### src/rtl/pixel_feeder_pkg.sv
// pixel_feeder_pkg
//   Shared definitions for the pixel line feeder: FSM state encoding and
//   width helpers used to size the column/line counters from the frame
//   geometry parameters of pixel_line_feeder.
package pixel_feeder_pkg;

  typedef enum logic [2:0] {
    IDLE       = 3'd0,
    PRIME      = 3'd1,
    WAIT_EMPTY = 3'd2,
    LINE       = 3'd3,
    DONE       = 3'd4
  } feederState_t;

  // Counter width able to index 0..n-1, never narrower than one bit.
  function automatic int unsigned idxWidth(input int unsigned n);
    return (n <= 1) ? 1 : $clog2(n);
  endfunction

  // Counter width able to hold the value n itself.
  function automatic int unsigned cntWidth(input int unsigned n);
    return idxWidth(n + 1);
  endfunction

endpackage

### src/rtl/pixel_line_feeder_rise_edge_detect.sv
// rise_edge_detect
//   Registered rising-edge detector. A level held high produces a single
//   rise on its first cycle only.
// Ports:
//   clk   - rising-edge clock
//   rstN  - asynchronous active-low reset
//   level - input level to watch
//   rise  - high for the cycle where level is 1 and was 0 on the previous edge
module rise_edge_detect (
  input  logic clk,
  input  logic rstN,
  input  logic level,
  output logic rise
);

  logic prev;

  always_ff @(posedge clk or negedge rstN) begin
    if (!rstN) prev <= 1'b0;
    else       prev <= level;
  end

  assign rise = level & ~prev;

endmodule

### src/rtl/pixel_line_feeder.sv
// pixel_line_feeder
//   Streams a frame from a synchronous frame memory into the sharpen kernel.
//   After start, PRIME_LINES lines are read back-to-back; each further line
//   is released by a rising edge of rdBuffEmpty until IMG_HEIGHT lines are
//   sent, then done pulses once the read pipeline has drained.
// Ports:
//   clk           - rising-edge clock
//   rst           - asynchronous active-low reset
//   start         - one-cycle frame start request (ignored while busy)
//   memRdEn       - frame memory read enable
//   memAddr       - linear read address row*IMG_WIDTH+col
//   memData       - read data, valid the cycle after memRdEn
//   rdBuffEmpty   - kernel line-buffer-empty flag; a rise requests a line
//   outPixel      - pixel to the kernel (holds while outPixelValid=0)
//   outPixelValid - pixel valid to the kernel
//   busy          - high from start acceptance until done
//   done          - one-cycle pulse after the last valid pixel
// Build option:
//   PIXEL_LINE_FEEDER_TEST_PATTERN_EN - outPixel becomes the bring-up
//   pattern (col on priming lines, col+1 afterwards); memData is ignored.
module pixel_line_feeder
  import pixel_feeder_pkg::*;
#(
  parameter int unsigned DATA_WIDTH  = 8,
  parameter int unsigned IMG_WIDTH   = 512,
  parameter int unsigned IMG_HEIGHT  = 512,
  parameter int unsigned PRIME_LINES = 4,
  parameter int unsigned ADDR_WIDTH  = 18
) (
  input  logic                  clk,
  input  logic                  rst,
  input  logic                  start,
  output logic                  memRdEn,
  output logic [ADDR_WIDTH-1:0] memAddr,
  input  logic [DATA_WIDTH-1:0] memData,
  input  logic                  rdBuffEmpty,
  output logic [DATA_WIDTH-1:0] outPixel,
  output logic                  outPixelValid,
  output logic                  busy,
  output logic                  done
);

  localparam int unsigned COL_W     = idxWidth(IMG_WIDTH);
  localparam int unsigned ROW_W     = cntWidth(IMG_HEIGHT);
  localparam int unsigned PRIME_PIX = PRIME_LINES * IMG_WIDTH;

  localparam logic [COL_W-1:0]      COL_LAST   = COL_W'(IMG_WIDTH - 1);
  localparam logic [ADDR_WIDTH-1:0] PRIME_LAST = ADDR_WIDTH'(PRIME_PIX - 1);
  localparam logic [ROW_W-1:0]      ROW_TOTAL  = ROW_W'(IMG_HEIGHT);

  feederState_t     state;
  logic [COL_W-1:0] col;
  logic [ROW_W-1:0] lineCnt;
  logic             pending;
  logic             emptyRise;
  logic             effPending;
  logic [ROW_W-1:0] lineNext;
  logic             burstEnd;
  logic             rdValid;

  rise_edge_detect uEmptyEdge (
    .clk   (clk),
    .rstN  (rst),
    .level (rdBuffEmpty),
    .rise  (emptyRise)
  );

  always_comb begin
    effPending = pending | emptyRise;
    lineNext   = lineCnt + ROW_W'(1);
    // PRIME ends on the last priming pixel, LINE on every column wrap.
    burstEnd   = (state == PRIME) ? (memAddr == PRIME_LAST) : (col == COL_LAST);
  end

  always_ff @(posedge clk or negedge rst) begin
    if (!rst) begin
      state   <= IDLE;
      col     <= '0;
      lineCnt <= '0;
      pending <= 1'b0;
      memRdEn <= 1'b0;
      memAddr <= '0;
      busy    <= 1'b0;
      done    <= 1'b0;
    end else begin
      done <= 1'b0;
      unique case (state)
        IDLE: begin
          if (start) begin
            state   <= PRIME;
            busy    <= 1'b1;
            memRdEn <= 1'b1;
            memAddr <= '0;
            col     <= '0;
            lineCnt <= '0;
            pending <= 1'b0;
          end
        end

        PRIME, LINE: begin
          memAddr <= memAddr + ADDR_WIDTH'(1);
          if (col == COL_LAST) begin
            col     <= '0;
            lineCnt <= lineNext;
          end else begin
            col <= col + COL_W'(1);
          end

          if (burstEnd) begin
            pending <= 1'b0;
            if (lineNext == ROW_TOTAL) begin
              state   <= DONE;
              memRdEn <= 1'b0;
            end else if (effPending) begin
              // A request already seen chains the next line with no bubble.
              state   <= LINE;
              memRdEn <= 1'b1;
            end else begin
              state   <= WAIT_EMPTY;
              memRdEn <= 1'b0;
            end
          end else begin
            pending <= effPending;
          end
        end

        WAIT_EMPTY: begin
          if (effPending) begin
            state   <= LINE;
            memRdEn <= 1'b1;
            pending <= 1'b0;
          end
        end

        DONE: begin
          // Last read is in flight while rdValid=1; its pixel shows next cycle.
          if (!rdValid) begin
            state <= IDLE;
            done  <= 1'b1;
            busy  <= 1'b0;
          end
        end

        default: begin
          state   <= IDLE;
          memRdEn <= 1'b0;
          busy    <= 1'b0;
        end
      endcase
    end
  end

`ifdef PIXEL_LINE_FEEDER_TEST_PATTERN_EN
  logic [COL_W-1:0]      rdCol;
  logic                  rdPrime;
  logic [DATA_WIDTH-1:0] patternPix;

  always_comb begin
    patternPix = DATA_WIDTH'(rdCol) + (rdPrime ? '0 : DATA_WIDTH'(1));
  end

  always_ff @(posedge clk or negedge rst) begin
    if (!rst) begin
      rdValid       <= 1'b0;
      rdCol         <= '0;
      rdPrime       <= 1'b0;
      outPixel      <= '0;
      outPixelValid <= 1'b0;
    end else begin
      rdValid       <= memRdEn;
      rdCol         <= col;
      rdPrime       <= (lineCnt < ROW_W'(PRIME_LINES));
      outPixelValid <= rdValid;
      if (rdValid) outPixel <= patternPix;
    end
  end
`else
  always_ff @(posedge clk or negedge rst) begin
    if (!rst) begin
      rdValid       <= 1'b0;
      outPixel      <= '0;
      outPixelValid <= 1'b0;
    end else begin
      rdValid       <= memRdEn;
      outPixelValid <= rdValid;
      if (rdValid) outPixel <= memData;
    end
  end
`endif

endmodule

### config.mk
export PLATFORM = sky130hd
export DESIGN_NAME = pixel_line_feeder
export DESIGN_NICKNAME = d
export VERILOG_FILES = /design/src/rtl/pixel_feeder_pkg.sv /design/src/rtl/pixel_line_feeder_rise_edge_detect.sv /design/src/rtl/pixel_line_feeder.sv
export SDC_FILE = /design/constraint.sdc
export NUM_CORES = 1
export LEC_CHECK = 0
export ABC_AREA = 1
export CAP_MARGIN = 0
export CELL_PAD_IN_SITES_DETAIL_PLACEMENT = 1
export CELL_PAD_IN_SITES_GLOBAL_PLACEMENT = 2
export CORE_ASPECT_RATIO = 0.75
export CORE_UTILIZATION = 25
export DETAILED_ROUTE_END_ITERATION = 6
export GPL_TIMING_DRIVEN = 0
export PLACE_DENSITY = 0.66
export SLEW_MARGIN = 15
export SYNTH_ARGS = -nofsm -noshare
export SYNTH_HDL_FRONTEND = slang
export SYNTH_SLANG_ARGS = --single-unit
### constraint.sdc
create_clock -name clk -period 5.1 [get_ports clk]
set_input_delay 1.02 -clock clk [delete_from_list [all_inputs] [get_ports clk]]
set_output_delay 1.02 -clock clk [all_outputs]
set_load 0.01 [all_outputs]
* Word level (Yosys, flattened, before mapping) *
Index checks and enable logic that the tools add are counted.

word-level totals
  register bits after elaboration = 55
  output and inout bits = 30
  bits of input ports = 12

operators by class
  eq/ne operators = 12
  bitwise operators = 5
  reduce and logical (&&, ||, !) cells = 11
  multiplexer cells = 30
  $add $sub $neg = 3

operators by type and width
  operator               number
  $pmux 18 s2            1
  $mux 10                2
  $pmux 10 s2            1
  $add 18x1->18 const B  1
  $eq 18x11->1 const B   1
  $mux 18                1
  $mux 9                 2
  $pmux 9 s2             1
  $mux 3                 5
  $mux 1                 13
  $pmux 3 s4             1
  $add 10x1->10 const B  1
  $eq 10x10->1 const B   1
  $ne 2x2->1 const B     5
  $add 9x1->9 const B    1
  $eq 9x9->1 const B     1
  $reduce_and 3->1       3
  $reduce_and 4->1       2
  $eq 3x2->1 const B     2
  $pmux 1 s3             2
  $pmux 1 s4             1
  $eq 3x1->1 const B     1
  $eq 3x3->1 const B     1
  $logic_not 3->1        1
  other kinds (8)        10

* Depth between registers and ports, before layout *
Gate-level depths: netlist of the first run.

  depth in word-level cells = 7
  gate-level depth with buffers = 16

* Hierarchy *
From an unflattened synthesis of the first run, not the netlist that was laid out.

unflattened totals
  cell total of the unflattened synthesis = 371
  area total of the unflattened synthesis = 2916.5 µm²

modules (own cells, without submodules)
  module             times used  sequential area each (µm²)  cells each  area each (µm²)
  pixel_line_feeder  1           1351.3                      368         2881.5
  rise_edge_detect   1           25.0                        3           35.0

* Least setup slack after synthesis of the first run *
Ideal clock, no wire load.

  path kind = flip-flop to flip-flop
  from = register col[0]
  to = register lineCnt[2]
  required time = 4.978 ns
  setup time = 0.122 ns
  arrival time = 1.793 ns
  path buffers = 0
  period minus slack after synthesis = 1.915 ns
  setup slack = 3.185 ns
  stages on the path, launching flop included = 15
  cell sequence = dfrtp_1 -> ha_1 -> nand2_1 -> nor2_1 -> nand2_1 -> nor2_1 -> nand2_1 -> nor2_1 -> ha_1 -> inv_1 -> nor2_4 -> inv_2 -> nand2_4 -> inv_2 -> a32o_1

on the way
  word-level cells in the longest chain between the ends = 3

RTL lines
  what                               RTL line                  source
  start, declared                    pixel_line_feeder.sv:52   logic [COL_W-1:0] col;
  start signal, assigned             pixel_line_feeder.sv:106  col <= col + COL_W'(1);
  $eq 9x9->1                         pixel_line_feeder.sv:102  if (col == COL_LAST) begin
  $ne 2x2->1 (no source line)        --
  $reduce_and 3->1 (no source line)  --
  end signal, assigned               pixel_line_feeder.sv:104  lineCnt <= lineNext;
  end, declared                      pixel_line_feeder.sv:53   logic [ROW_W-1:0] lineCnt;

No other way between the ends.
A chain may end at the register's enable or synchronous reset.

* Final worst setup path of the first run *
  from = register memAddr[15]
  to = output memAddr[15]

RTL lines
  what                    RTL line                  source
  start, declared         pixel_line_feeder.sv:34   output logic [ADDR_WIDTH-1:0] memAddr,
  start signal, assigned  pixel_line_feeder.sv:101  memAddr <= memAddr + ADDR_WIDTH'(1);

No word-level cell between the ends.

==> impl_metrics.tcl, run 1 <==
set metrics [dict create \
    area_growth_pct 26.8 \
    cts_root_buf "clkbuf_16" \
    initial_core_util 0.259 \
    drt_iter0_markers 105 \
    cp_max_fo 8 \
    rrSetupSlack_ps 2740 \
    power_frac_seq 0.402 \
    hold_buffers 0 \
    num_antenna_cells 0 \
    startpoint_type "flop" \
    p_switching_uw 656 \
    status "finished with violations" \
    drcViolationCount 3 \
    synthFlopType "dfrtp_1" \
    cts.sinks 55 \
    end_kind "output port" \
    finalHoldViolCount 0 \
    async_flop_share 1.00 \
    synth_nets 358 \
    crit_arrival_ps 1400 \
    vias_per_cell 4.57 \
    rsz0062_at_grt "false" \
    netlist_area_um2 2860 \
    required_ps 4080 \
    reg2reg_to "state[1]$_DFFE_PN0P_" \
    io_pins 42 \
    crit_end "memAddr[15]" \
    worst_pin_slew_ps 588 \
    grt_pass1_vias 2500 \
    avgSynthCellArea_um2 8.36 \
    synth-seq-cells 55 \
    nNetsFinal 407 \
    p_per_area_nw_per_um2 473 \
    critical_path_depth 1 \
    yosysWarnings 0 \
    clk_transition_reported_paths_ps 80 \
    min_period_over_period 0.474 \
    gp_congestion 0.761 \
    via_count 2429 \
    io_buffers 41 \
    syn-instance-count 342 \
    setup_viol 0 \
    htreeDepth 2 \
    grt_max_degree 41 \
    drive_above_1_share 0.110 \
    cts_setup_buffers 0 \
    antenna_found_initial 0 \
    combPwrFrac 0.382 \
    cpMaxStageDelayCell "clkdlybuf4s50_1" \
    use_met2 0.216 \
    fmax_mhz 414 \
    p_sw_frac 0.382 \
    final.setup.tns_ps 0 \
    rr_worst_depth 15 \
    maxCapViolCount 0 \
    ys_types 39 \
    crit_start "memAddr[15]$_DFFE_PN0P_" \
    clock_power_share 0.216 \
    hp-class "flop to flop" \
    p_int_mw 1.06 \
    finalCriticalPeriod_ps 2420 \
    busiest_layer "met2" \
    crit_type "flop to output port" \
    ant_nets 0 \
    grtUsageMet1 0.196 \
    leakage_nw 1.64 \
    cts_tree "built" \
    clk_latency_ps 300 \
    hold_slack_ps 373 \
    cts_buffers 5 \
    grt.total_usage 0.139 \
    violations "design-rule violations" \
    die_x_um 125 \
    path_delay_family "buffers and inverters" \
    core.rowCount 33 \
    grt_pass1_wl_um 12900 \
    ctsResizeCount 0 \
    first_pass_iters 6 \
    skew_ps 11.0 \
    core-area_um2 11000 \
    relSlewSlack 0.608 \
    drt_wl_total_um 7490 \
    path_cells "clkdlybuf4s50_1" \
    ir_drop_uv 156 \
    avgRoutedWirePerCell_um 14.1 \
    synth_edf_count 0 \
    reg2reg_from "col[0]$_DFFE_PN0P_" \
    met3_usage 0.0266 \
    cp_num_buf_inv 1 \
    nFillCells 1299 \
    yosysSeqAreaShare 0.482 \
    cpPeakStageDelay_ps 600 \
    hpwl_um 5630 \
    die_h_um 94.6 \
    clock_path_buffers 2 \
    slew_viol_final 0 \
    dieArea_um2 11900 \
    overflow 0 \
]
## metrics by stage
stage          setup slack [ps]  power (mW)  cell area [µm²]  utilization  cells
6_report                   2680        1.71             3620        0.329    532
5_1_grt                    2440        1.85             3620        0.329    532
4_1_cts                    2670        1.75             3620        0.329    532
3_5_place_dp               2520        1.37             3470        0.315    524
3_3_place_gp                987        1.35             3440        0.312    523
2_1_floorplan              3190        1.07             2860            -    342
## worst min path at each step
stage                      start                 endpoint  slack [ps]  depth (start not counted)
6_report       rdValid$_DFF_PN0_  outPixelValid$_DFF_PN0_         370                          0
2_1_floorplan  rdValid$_DFF_PN0_  outPixelValid$_DFF_PN0_         350                          0
3_3_place_gp   rdValid$_DFF_PN0_  outPixelValid$_DFF_PN0_         360                          0
4_1_cts        rdValid$_DFF_PN0_  outPixelValid$_DFF_PN0_         380                          0
5_1_grt        rdValid$_DFF_PN0_  outPixelValid$_DFF_PN0_         390                          0
3_5_place_dp   rdValid$_DFF_PN0_  outPixelValid$_DFF_PN0_         360                          0
## synthesized netlist by cell type (all sizes together), types with 2 or more instances
cell,instances,area share
nand3,18,0.038
a22o,3,0.0092
buf,2,0.0035
inv,50,0.067
mux2,8,0.032
nor3,7,0.016
nor2,35,0.062
o22ai,5,0.011
nand2,86,0.12
a21oi,18,0.032
o31ai,2,0.0053
nand4,10,0.022
or2,2,0.0044
o21ai,24,0.042
a31oi,2,0.0044
dfrtp,55,0.48
ha,4,0.018
xor2,3,0.0092
## flip-flops by register name, summed over array words and instances, names as in the netlist
signal           flops
busy                 1
col                  9
done                 1
lineCnt             10
memAddr             18
memRdEn              1
outPixel             8
outPixelValid        1
pending              1
rdValid              1
state                3
uEmptyEdge.prev      1
## area by class of cell
type                            instances  area, µm²  share of cell area
Timing Repair Buffer                   42        435               0.120
Inverter                               50        193              0.0532
Clock buffer                            6        139              0.0383
Clock inverter                          2       16.3             0.00449
Buffer                                  3       13.8             0.00380
Sequential cell                        55       1380               0.380
Tap cell                              140        175              0.0483
Multi-Input combinational cell        234       1270               0.352
## logic make-up after synthesis
logic type	count (synthesis)	share of synthesized area
mux	8	0.0315
fa+ha+maj	4	0.0175
buf+inv	53	0.0722
simple gates	161	0.273
compound gates	58	0.115
flops	55	0.482
xor+xnor	3	0.00920
## power by group through the flow
| stage | sequential, mW | clock, mW | combinational [mW] |
|---|---|---|---|
| after global placement | 0.695 | 0 | 0.652 |
| after global routing | 0.712 | 0.398 | 0.743 |
| after CTS | 0.691 | 0.387 | 0.668 |
| after floorplan | 0.705 | 0 | 0.362 |
| after detailed placement | 0.699 | 0 | 0.667 |
| final | 0.689 | 0.370 | 0.655 |
## metal layers
metal | vias up | routed length [µm]
met3 | 7 | 175
met1 | 1169 | 4040
met2 | 26 | 3190
li1 | 1227 | -
met4 | 0 | 83
met5 | - | 0
## cells in the final DEF (no fill, tap or decap), types with 3 or more instances in the layout
| master | instances |
|---|---|
| xor2_1 | 3 |
| dfrtp_1 | 55 |
| nand2_1 | 82 |
| a22o_1 | 3 |
| nand3_1 | 16 |
| nand4_1 | 10 |
| o21ai_1 | 4 |
| mux2_2 | 8 |
| ha_1 | 4 |
| inv_1 | 43 |
| o21ai_0 | 20 |
| nor2_2 | 3 |
| clkdlybuf4s50_1 | 40 |
| a21oi_1 | 18 |
| clkbuf_16 | 5 |
| inv_2 | 5 |
| nor3_1 | 6 |
| nor2_4 | 3 |
| o22ai_1 | 5 |
| nor2_1 | 28 |
Note: power is estimated with default switching activity, not from simulation.
==> inputs of run 2 (changes only) <==
- PLACE_DENSITY: 0.66 -> 0.69
- clock period: 5.1 -> 2.15 ns (I/O delays scaled with it)
==> impl_metrics.tcl, run 2 (synthesized netlist as in run 1, its figures left out) <==
set metrics [dict create \
    drcViolationCount 0 \
    dp_cells 524 \
    drt_wl_total_um 8150 \
    htreeDepth 2 \
    io_pins 42 \
    required_ps 2360 \
    io_buffers 41 \
    grt_max_degree 41 \
    clk_transition_reported_paths_ps 80 \
    nNetsFinal 417 \
    via_count 2532 \
    slew_viol_final 0 \
    grtUsageMet1 0.213 \
    ir_drop_uv 426 \
    cts_tree "built" \
    clk_latency_ps 300 \
    ant_nets 0 \
    layout_commonest_cell "nand2_1" \
    leakage_nw 1.71 \
    rsz0062_at_grt "true" \
    cts_buffers 5 \
    min_to "outPixelValid$_DFF_PN0_" \
    avgRoutedWirePerCell_um 15.0 \
    grt_pass1_vias 2696 \
    place_area_um2 3470 \
    setup_viol 0 \
    regMostFlops "memAddr" \
    cts.sinks 55 \
    reg2reg_to "pending$_DFFE_PN0P_" \
    min_period_over_period 0.966 \
    initial_core_util 0.259 \
    gp_congestion 0.761 \
    cts_root_buf "clkbuf_16" \
    hpwl_um 6090 \
    fin_cells 542 \
    met3_usage 0.0312 \
    drive_above_1_share 0.174 \
    relSlewSlack 0.643 \
    overflow 0 \
    reg.largest.list "memAddr (18), lineCnt (10), col (9)" \
    busiest_layer "met2" \
    vias_per_cell 4.67 \
    finalHoldViolCount 0 \
    dieArea_um2 11900 \
    clock_path_buffers 2 \
    die_h_um 94.6 \
    holdCritStartpoint "rdValid$_DFF_PN0_" \
    drt_iter0_markers 126 \
    maxCapViolCount 0 \
    fmax_mhz 481 \
    end_kind "flop" \
    hp-class "flop to flop" \
    first_pass_iters 6 \
    cp_max_fo 4 \
    hold_depth 0 \
    final_cell_mix "nand2_1, dfrtp_1, inv_1" \
    area_growth_pct 34.7 \
    core.rowCount 33 \
    p_sw_frac 0.370 \
    reg2reg_from "col[0]$_DFFE_PN0P_" \
    hold_slack_ps 385 \
    p_per_area_nw_per_um2 1160 \
    clock_power_share 0.242 \
    p_switching_mw 1.65 \
    use_met2 0.227 \
    finalCriticalPeriod_ps 2080 \
    startpoint_type "flop" \
    power_frac_seq 0.371 \
    grt.total_usage 0.148 \
    core-area_um2 11000 \
    die_x_um 125 \
    crit_type "flop to flop" \
    combPwrFrac 0.388 \
    crit_arrival_ps 2290 \
    fin_total_pwr_mw 4.46 \
    design_area_um2 3850 \
    antenna_found_initial 0 \
    skew_ps 8.79 \
    nFillCells 1292 \
    grt_pass1_wl_um 13800 \
    num_antenna_cells 0 \
    rr_worst_depth 15 \
    p_int_mw 2.81 \
    worst_pin_slew_ps 535 \
    status "completed" \
    rrSetupSlack_ps 70 \
    largest_reg_flops 18 \
]
## run 2: cell types whose count changed in the layout (fill, tap and decap cells not counted), moves of 4 or more
cell / delta
nor2_4: +4
nand2_2: +4
nand2_1: -5
nor2_1: -5
buf_4: +7
## run 2: how the worst max path moves through the flow
stage / endpoint / slack, ps / start / cells past startpoint
floorplan: lineCnt[2]$_DFFE_PN0P_ / 240 / col[0]$_DFFE_PN0P_ / 14
global route: col[5]$_DFFE_PN0P_ / -110 / col[1]$_DFFE_PN0P_ / 16
detailed placement: state[1]$_DFFE_PN0P_ / -250 / col[0]$_DFFE_PN0P_ / 15
global placement: col[2]$_DFFE_PN0P_ / -1370 / rst / 1
CTS: state[1]$_DFFE_PN0P_ / 5 / col[0]$_DFFE_PN0P_ / 15
finish: pending$_DFFE_PN0P_ / 70 / col[0]$_DFFE_PN0P_ / 15
## run 2: routing by layer
| layer | part of all wire | up-vias |
|---|---|---|
| met4 | 0.011 | 0 |
| li1 | - | 1246 |
| met3 | 0.026 | 7 |
| met2 | 0.43 | 27 |
| met1 | 0.53 | 1252 |
| met5 | 0 | - |
## run 2: what timing repair did
| item | CTS | global route |
|---|---|---|
| hold buffers | 1 | 0 |
| buffers inserted | 4 | 5 |
| endpoints found under the hold margin | 15 | 0 |
| pin swaps | 4 | 12 |
| resized for setup | 7 | 22 |
| setup endpoints to repair | 17 | 21 |
## run 2: area by class of cell
class                      count  area [µm²]  area share
sequential                    55        1380       0.358
tap                          140         175      0.0455
inverter                      50         199      0.0517
clock inverter                 3        67.6      0.0176
timing repair buffer          52         529       0.138
clock buffer                   5         125      0.0325
buffer                         3        13.8     0.00358
multi-input combinational    234        1360       0.354
## run 2: per-stage QoR
step / TNS, ps / util / setup slack [ps]
floorplan: 0 / - / 235
global placement: -76660 / 0.312 / -1370
detailed placement: -1870 / 0.315 / -254
finish: 0 / 0.349 / 72.8
CTS: 0 / 0.338 / 4.92
global route: -712 / 0.349 / -109
## run 2: power by group through the flow
stage | clock network [mW] | registers (mW) | logic, mW
2_1_floorplan | 0 | 1.67 | 0.859
3_3_place_gp | 0 | 1.66 | 1.54
3_5_place_dp | 0 | 1.68 | 1.58
4_1_cts | 1.12 | 1.65 | 1.66
5_1_grt | 1.15 | 1.71 | 1.93
6_report | 1.08 | 1.65 | 1.73
## run 2: critical path, cell delays in order, from the launching register on
cell	delay, ps
dfrtp_1	400
ha_2	190
nand2_2	100
nor2_4	50
nand2_2	80
nor2_4	50
nand2_2	90
nor2_4	40
ha_2	180
inv_2	80
nand2_2	70
nand2_1	120
nand2_4	90
buf_4	140
buf_4	120
o31ai_1	200
